`src/rtl/lfsr_descrambler_rx_if.sv`:
```
// Register bus plus input/output beat streams
// for the receive-side LFSR descrambler.
interface lfsr_descrambler_rx_if #(
  parameter int DATA_WIDTH = 11
);
  logic                  write;
  logic [11:0]           addr;
  logic [31:0]           lfsrdin;
  logic                  s_valid;
  logic                  s_ready;
  logic [DATA_WIDTH-1:0] s_data;
  logic                  s_last;
  logic                  m_valid;
  logic                  m_ready;
  logic [DATA_WIDTH-1:0] m_data;
  logic                  m_last;
  logic                  armed;
  logic                  seed_err;

  modport master (
    output write, addr, lfsrdin,
    output s_valid, s_data, s_last,
    output m_ready,
    input  s_ready, m_valid, m_data,
    input  m_last, armed, seed_err
  );

  modport slave (
    input  write, addr, lfsrdin,
    input  s_valid, s_data, s_last,
    input  m_ready,
    output s_ready, m_valid, m_data,
    output m_last, armed, seed_err
  );
endinterface

```
`src/rtl/lfsr_descrambler_rx.sv`:
```
// Receive descrambler: regenerates the 285-bit LFSR
// keystream from a seed and restarts it every frame.
module lfsr_descrambler_rx #(
  parameter int POLY_WIDTH = 285,
  parameter int DATA_WIDTH = 11
) (
  input logic clk,
  input logic rst,
  lfsr_descrambler_rx_if.slave bus
);

  typedef enum logic [1:0] {
    IDLE  = 2'd0,
    ARMED = 2'd1,
    RUN   = 2'd2
  } state_t;

  state_t state, state_nxt;

  logic [POLY_WIDTH-1:0] seed;
  logic [POLY_WIDTH-1:0] st;
  logic [POLY_WIDTH-1:0] st_adv;
  logic [DATA_WIDTH-1:0] ks;
  logic [DATA_WIDTH-1:0] m_data_q;
  logic m_valid_q;
  logic m_last_q;
  logic seed_err_q;
  logic ctrl_wr;
  logic arm_req;
  logic disarm;
  logic arm_take;
  logic seed_zero;
  logic accept;
  logic s_ready_c;

  function automatic logic [POLY_WIDTH-1:0] step(
    input logic [POLY_WIDTH-1:0] s
  );
    logic n;
    n = s[284];
    return {s[283:269], n ^ s[268],
            s[267:255], n ^ s[254],
            s[253:222], n ^ s[221],
            s[220:188], n ^ s[187],
            s[186:129], n ^ s[128],
            s[127:0],   n};
  endfunction

  assign ctrl_wr   = bus.write && (bus.addr == 12'h0AA);
  assign disarm    = ctrl_wr && bus.lfsrdin[1];
  assign arm_req   = ctrl_wr && bus.lfsrdin[0]
                   && !bus.lfsrdin[1];
  assign arm_take  = arm_req && (state != RUN);
  assign seed_zero = (seed == '0);
  assign accept    = bus.s_valid && s_ready_c;

  // Keystream bit j is the MSB before step j.
  always_comb begin
    logic [POLY_WIDTH-1:0] s_w;
    s_w = st;
    ks  = '0;
    for (int j = 0; j < DATA_WIDTH; j++) begin
      ks[j] = s_w[284];
      s_w   = step(s_w);
    end
    st_adv = s_w;
  end

  always_ff @(posedge clk) begin
    if (!rst) state <= IDLE;
    else      state <= state_nxt;
  end

  always_comb begin
    state_nxt = state;
    if (disarm)
      state_nxt = IDLE;
    else if (arm_take)
      state_nxt = seed_zero ? IDLE : ARMED;
    else if (accept)
      state_nxt = bus.s_last ? ARMED : RUN;
  end

  always_comb begin
    bus.armed = (state != IDLE);
    s_ready_c = (state != IDLE)
              && (!m_valid_q || bus.m_ready);
    bus.s_ready = s_ready_c;
  end

  always_ff @(posedge clk) begin
    if (!rst) begin
      seed <= '0;
    end else if (bus.write) begin
      for (int k = 0; k < 8; k++)
        if (bus.addr == 12'(12'h0A1 + k))
          seed[32*k +: 32] <= bus.lfsrdin;
      if (bus.addr == 12'h0A9)
        seed[284:256] <= bus.lfsrdin[28:0];
    end
  end

  // Frame end reloads the shadow seed as it stood before this edge.
  always_ff @(posedge clk) begin
    if (!rst) begin
      st         <= '0;
      seed_err_q <= 1'b0;
    end else if (!disarm) begin
      if (arm_take) begin
        seed_err_q <= seed_zero;
        if (!seed_zero) st <= seed;
      end else if (accept) begin
        st <= bus.s_last ? seed : st_adv;
      end
    end
  end

  always_ff @(posedge clk) begin
    if (!rst) begin
      m_valid_q <= 1'b0;
      m_data_q  <= '0;
      m_last_q  <= 1'b0;
    end else if (disarm) begin
      m_valid_q <= 1'b0;
    end else if (accept) begin
      m_valid_q <= 1'b1;
      m_data_q  <= bus.s_data ^ ks;
      m_last_q  <= bus.s_last;
    end else if (bus.m_ready) begin
      m_valid_q <= 1'b0;
    end
  end

  assign bus.m_valid  = m_valid_q;
  assign bus.m_data   = m_data_q;
  assign bus.m_last   = m_last_q;
  assign bus.seed_err = seed_err_q;

endmodule

```
`src/flat_wrapper.sv`:
```
// flat-port wrapper written by rule: the top's interface ports become plain ports
module lfsr_descrambler_rx_flat 
#(
  parameter int POLY_WIDTH = 285,
  parameter int DATA_WIDTH = 11
)
  (clk, rst, bus_write, bus_addr, bus_lfsrdin, bus_s_valid, bus_s_data, bus_s_last, bus_m_ready, bus_s_ready, bus_m_valid, bus_m_data, bus_m_last, bus_armed, bus_seed_err);
  lfsr_descrambler_rx_if #(.DATA_WIDTH(DATA_WIDTH)) bus_i ();
  input logic clk;
  input logic rst;
  input wire logic [$bits(bus_i.write)-1:0] bus_write;
  input wire logic [$bits(bus_i.addr)-1:0] bus_addr;
  input wire logic [$bits(bus_i.lfsrdin)-1:0] bus_lfsrdin;
  input wire logic [$bits(bus_i.s_valid)-1:0] bus_s_valid;
  input wire logic [$bits(bus_i.s_data)-1:0] bus_s_data;
  input wire logic [$bits(bus_i.s_last)-1:0] bus_s_last;
  input wire logic [$bits(bus_i.m_ready)-1:0] bus_m_ready;
  output wire logic [$bits(bus_i.s_ready)-1:0] bus_s_ready;
  output wire logic [$bits(bus_i.m_valid)-1:0] bus_m_valid;
  output wire logic [$bits(bus_i.m_data)-1:0] bus_m_data;
  output wire logic [$bits(bus_i.m_last)-1:0] bus_m_last;
  output wire logic [$bits(bus_i.armed)-1:0] bus_armed;
  output wire logic [$bits(bus_i.seed_err)-1:0] bus_seed_err;
  assign bus_i.write = bus_write;
  assign bus_i.addr = bus_addr;
  assign bus_i.lfsrdin = bus_lfsrdin;
  assign bus_i.s_valid = bus_s_valid;
  assign bus_i.s_data = bus_s_data;
  assign bus_i.s_last = bus_s_last;
  assign bus_i.m_ready = bus_m_ready;
  assign bus_s_ready = bus_i.s_ready;
  assign bus_m_valid = bus_i.m_valid;
  assign bus_m_data = bus_i.m_data;
  assign bus_m_last = bus_i.m_last;
  assign bus_armed = bus_i.armed;
  assign bus_seed_err = bus_i.seed_err;
  lfsr_descrambler_rx #(.POLY_WIDTH(POLY_WIDTH), .DATA_WIDTH(DATA_WIDTH)) u_core (.clk(clk), .rst(rst), .bus(bus_i));
endmodule
```
`config.mk`:
```
export PLATFORM = sky130hd
export DESIGN_NAME = lfsr_descrambler_rx_flat
export DESIGN_NICKNAME = d
export VERILOG_FILES = /design/src/rtl/lfsr_descrambler_rx_if.sv /design/src/rtl/lfsr_descrambler_rx.sv /design/src/flat_wrapper.sv
export SDC_FILE = /design/constraint.sdc
export NUM_CORES = 1
export LEC_CHECK = 0
export ABC_AREA = 1
export BUFFER_PORTS_ARGS = -buffer_cell sky130_fd_sc_hd__buf_2
export CORE_UTILIZATION = 45
export DETAILED_ROUTE_END_ITERATION = 10
export PLACE_DENSITY = 0.65
export RECOVER_POWER = 25
export SLEW_MARGIN = 25
export SYNTH_ARGS = -nofsm -noshare
export SYNTH_HDL_FRONTEND = slang
export SYNTH_SLANG_ARGS = --single-unit
```
`constraint.sdc`:
```
create_clock -name clk -period 2.05 [get_ports clk]
set_clock_uncertainty 0.2 [all_clocks]
set_input_delay 0.1025 -clock clk [delete_from_list [all_inputs] [get_ports clk]]
set_output_delay 0.1025 -clock clk [all_outputs]
set_load 0.02 [all_outputs]
```
==> results.json <==
{
  "worst_ir_drop_vdd_v": 0.000541,
  "number_of_nets_produced_by_synthesis": 5054,
  "syn_to_final_growth_pct": 24.7,
  "power_per_cell_area_nw_per_um2": 647,
  "dominant_combinational_cell_family_by_area_after_synthesis": "simple AND/OR/NAND/NOR gates",
  "detailedPlacementHpwl_um": 66000,
  "post-route-min-period_ns": 2.36,
  "netlist_instances": 4993,
  "clk_root_buffer_cell": "clkbuf_16",
  "p_seq_share_pct": 45.8,
  "warning_count_from_the_yosys_run": 0,
  "failing_checks": "negative setup slack",
  "cts_buffer_depth": 3,
  "first_pass_grt_wire_length_um": 164000,
  "hp-start": "bus_addr[1]",
  "nNetsFinal": 5353,
  "maxCapViolCount": 0,
  "slew-limit-headroom_pct": 20.4,
  "dieHeight_um": 264,
  "grt_start_max_net_pins": 67,
  "setup_repair_after_global_routing_missed_its_margin": "yes",
  "layout_commonest_cell": "nand2_1",
  "run_status": "finished with violations",
  "total_of_fill_cells_in_the_finished_design": 6580,
  "number_of_antenna_violations_at_the_first_check_in_global_routing": 10,
  "detail_route.iter0.violations": 3611,
  "timing.critical_path.to_type": "flip-flop",
  "vias": 31700,
  "finalHoldViolations": 0,
  "slew_violations": 0,
  "post_layout_nonfiller_instances": 6214,
  "grt_overflow": 0,
  "io_pins": 77,
  "total_leakage_power_nw": 18.3,
  "synth_compound_area_share_pct": 9.04,
  "clk_transition_reported_paths_ns": 0.06,
  "detail_route.wirelength_um": 108000,
  "numCtsBuffers": 68,
  "via_count_of_the_first_global_routing_pass": 28600,
  "hp-class": "in -> reg",
  "finalHoldWorstSlack_ns": 0.111,
  "yosysTopAreaCellShare_pct": 38.1,
  "mostFrequentLayoutCells": "1158 x nand2_1, 989 x inv_1, 574 x dfxtp_1",
  "cp.arrival_ns": 2.66,
  "worstPathMaxFanout": 9,
  "core_area_um2": 67500,
  "final.setup.worst_slack_ns": -0.314,
  "die_w_um": 264,
  "synth_cell_type_count": 24,
  "detail_route.drc_violations": 0,
  "cts_tree": "built",
  "postSynth.topFlopCell": "dfxtp_1",
  "detail_route.vias_per_cell": 5.10,
  "timing.final.setup_violations": 303,
  "final.setup.tns_ns": -76.14,
  "achievable-frequency_ghz": 0.423,
  "fp.dieArea_um2": 69500,
  "synth-xor-area-share_pct": 1.88,
  "post_synth_fa_ha_maj_area_fraction_pct": 0,
  "route.antenna.remaining_nets": 0,
  "final_layout_size_suffix_gt1_share_pct": 14.1,
  "htree_levels": 3,
  "number_of_enable_type_register_cells_in_the_synthesized_netlist": 0,
  "post_synth_top_area_cell": "dfxtp_1",
  "initial_core_util_pct": 45.6,
  "internal_power_w": 0.0189,
  "firstDrtPassIters": 5,
  "critical_path.reg2reg.startpoint": "u_core.seed[0]$_SDFFE_PN0P_",
  "clk_latency_ns": 0.62,
  "p_sw_share_pct": 24.0,
  "post_synth_mux_area_share_pct": 0,
  "finalCritPeriodShare_pct": 115,
  "detail_route.wl_per_cell_um": 17.3,
  "timing_worst_setup_path_type": "reg -> reg",
  "ys_seq_elements": 586,
  "netlist_top_cells_area": "dfxtp_1 38%, nand2_1 14%, inv_1 12%, nor2_1 7.0%, nand4_1 6.0%",
  "rows": 95,
  "gpl.final_weighted_congestion": 0.867,
  "post_synth_and_or_nand_nor_area_fraction_pct": 33.1,
  "number_of_clock_sinks": 586,
  "p_sw_w": 0.00596,
  "post_synth_instance_area_um2": 30800,
  "worstSetupStartpointType": "flip-flop",
  "syn-mean-instance-area_um2": 6.17,
  "max_slew.worst_pin.slew_ns": 1.19,
  "share_of_power_burned_in_the_clock_network_pct": 48.7,
  "dp_cells": 6030,
  "required_ns": 2.35,
  "port-buffer-count": 76,
  "worst_setup_path_startpoint": "u_core.seed[0]$_SDFFE_PN0P_",
  "async_flop_share_pct": 0,
  "sequential_to_total_area_share_from_yosys_stat_pct": 38.1,
  "grt.total_usage_pct": 30.1,
  "power.combinational.fraction_pct": 5.5
}
==> per-stage QoR <==
stage                     util (%)  power, W  cell area [um^2]  setup WS (ns)
after floorplan                  -    0.0123             30800          0.166
after global placement        52.2    0.0129             35200         -0.400
after detailed placement      52.2    0.0129             35200         -0.392
after CTS                     56.5    0.0250             38100         -0.282
after global routing          56.9    0.0255             38400         -0.450
final                         56.9    0.0249             38400         -0.314
==> critical path, stage by stage, from the launching register on <==
cell       delay [ns]
dfxtp_1          0.31
nor2_1           0.20
nand3_1          0.10
nor2_1           0.11
nand2_1          0.10
nor2_4           0.13
nand2_2          0.08
nor2_2           0.11
buf_6            0.11
nand3_4          0.10
nand3_4          0.14
buf_12           0.22
clkbuf_16        0.19
nand2_1          0.05
inv_1            0.05
nor2_1           0.04
==> power by group through the flow <==
stage	Combinational [W]	Sequential [W]	Clock [W]
after floorplan	0.000655	0.0116	0
after global placement	0.00125	0.0116	0
after detailed placement	0.00125	0.0116	0
after CTS	0.00132	0.0114	0.0123
after global routing	0.00143	0.0114	0.0127
final	0.00136	0.0114	0.0121
==> worst paths after layout <==
path	endpoint	cells after the start	slack, ns
worst max-delay path	u_core.st[258]$_SDFFE_PN0P_	15	-0.31
worst min register to register	u_core.seed[7]$_SDFFE_PN0P_	2	0.26
worst max register to register	u_core.st[258]$_SDFFE_PN0P_	15	-0.31
worst min-delay path	u_core.seed[128]$_SDFFE_PN0P_	7	0.11
==> cells by family after synthesis <==
family / Yosys count
and+or+nand+nor: 2392
buffers and inverters: 1393
DFF: 586
AOI/OAI and AO/OA: 556
xor gates and xnor gates: 66
==> Yosys cell counts (2+ instances only) <==
cell / count
a21oi_1: 203
buf_4: 19
inv_2: 16
nand3_1: 247
xnor2_1: 11
nand2_1: 1173
nor3_1: 100
inv_1: 997
xor2_1: 55
buf_2: 114
nand4_1: 294
buf_6: 11
nand2_4: 2
dfxtp_1: 586
buf_1: 50
clkbuf_1: 182
clkinv_1: 4
o21ai_0: 351
nor2_1: 573
==> flip-flops by register name, summed over array words and instances, names as in the netlist <==
name / cells
u_core.bus.m_last: 1
u_core.bus.seed_err: 1
u_core.bus.m_valid: 1
u_core.st: 285
u_core.state: 2
u_core.seed: 285
u_core.bus.m_data: 11
==> area by class of cell <==
| class | count | area, um^2 | area share [%] |
|---|---|---|---|
| clock buffer | 106 | 2140 | 5.57 |
| multi-input combinational | 3014 | 13800 | 35.9 |
| inverter | 1017 | 3820 | 9.95 |
| sequential | 586 | 11700 | 30.6 |
| antenna | 3 | 7.51 | 0.0195 |
| timing repair buffer | 605 | 5780 | 15.0 |
| clock inverter | 10 | 52.6 | 0.137 |
| tap | 873 | 1090 | 2.84 |
==> routing by layer <==
layer / share of wire [%] / track usage [%] / vias to the layer above
li1: - / - / 15800
met1: 45 / 42.4 / 14400
met2: 43 / 46.8 / 1284
met3: 9.0 / 5.07 / 181
met5: 0.012 / 0 / -
met4: 3.1 / 9.45 / 2
==> what timing repair did <==
item | in CTS | in global routing
endpoints found under the hold margin | 522 | 0
endpoints found under the setup margin | 287 | 300
pin swaps | 1 | 26
gates resized for setup | 35 | 63
gates cloned | 4 | 9
hold buffers | 47 | 0
setup buffers | 2 | 3
Note: power is estimated with default switching activity, not from simulation.
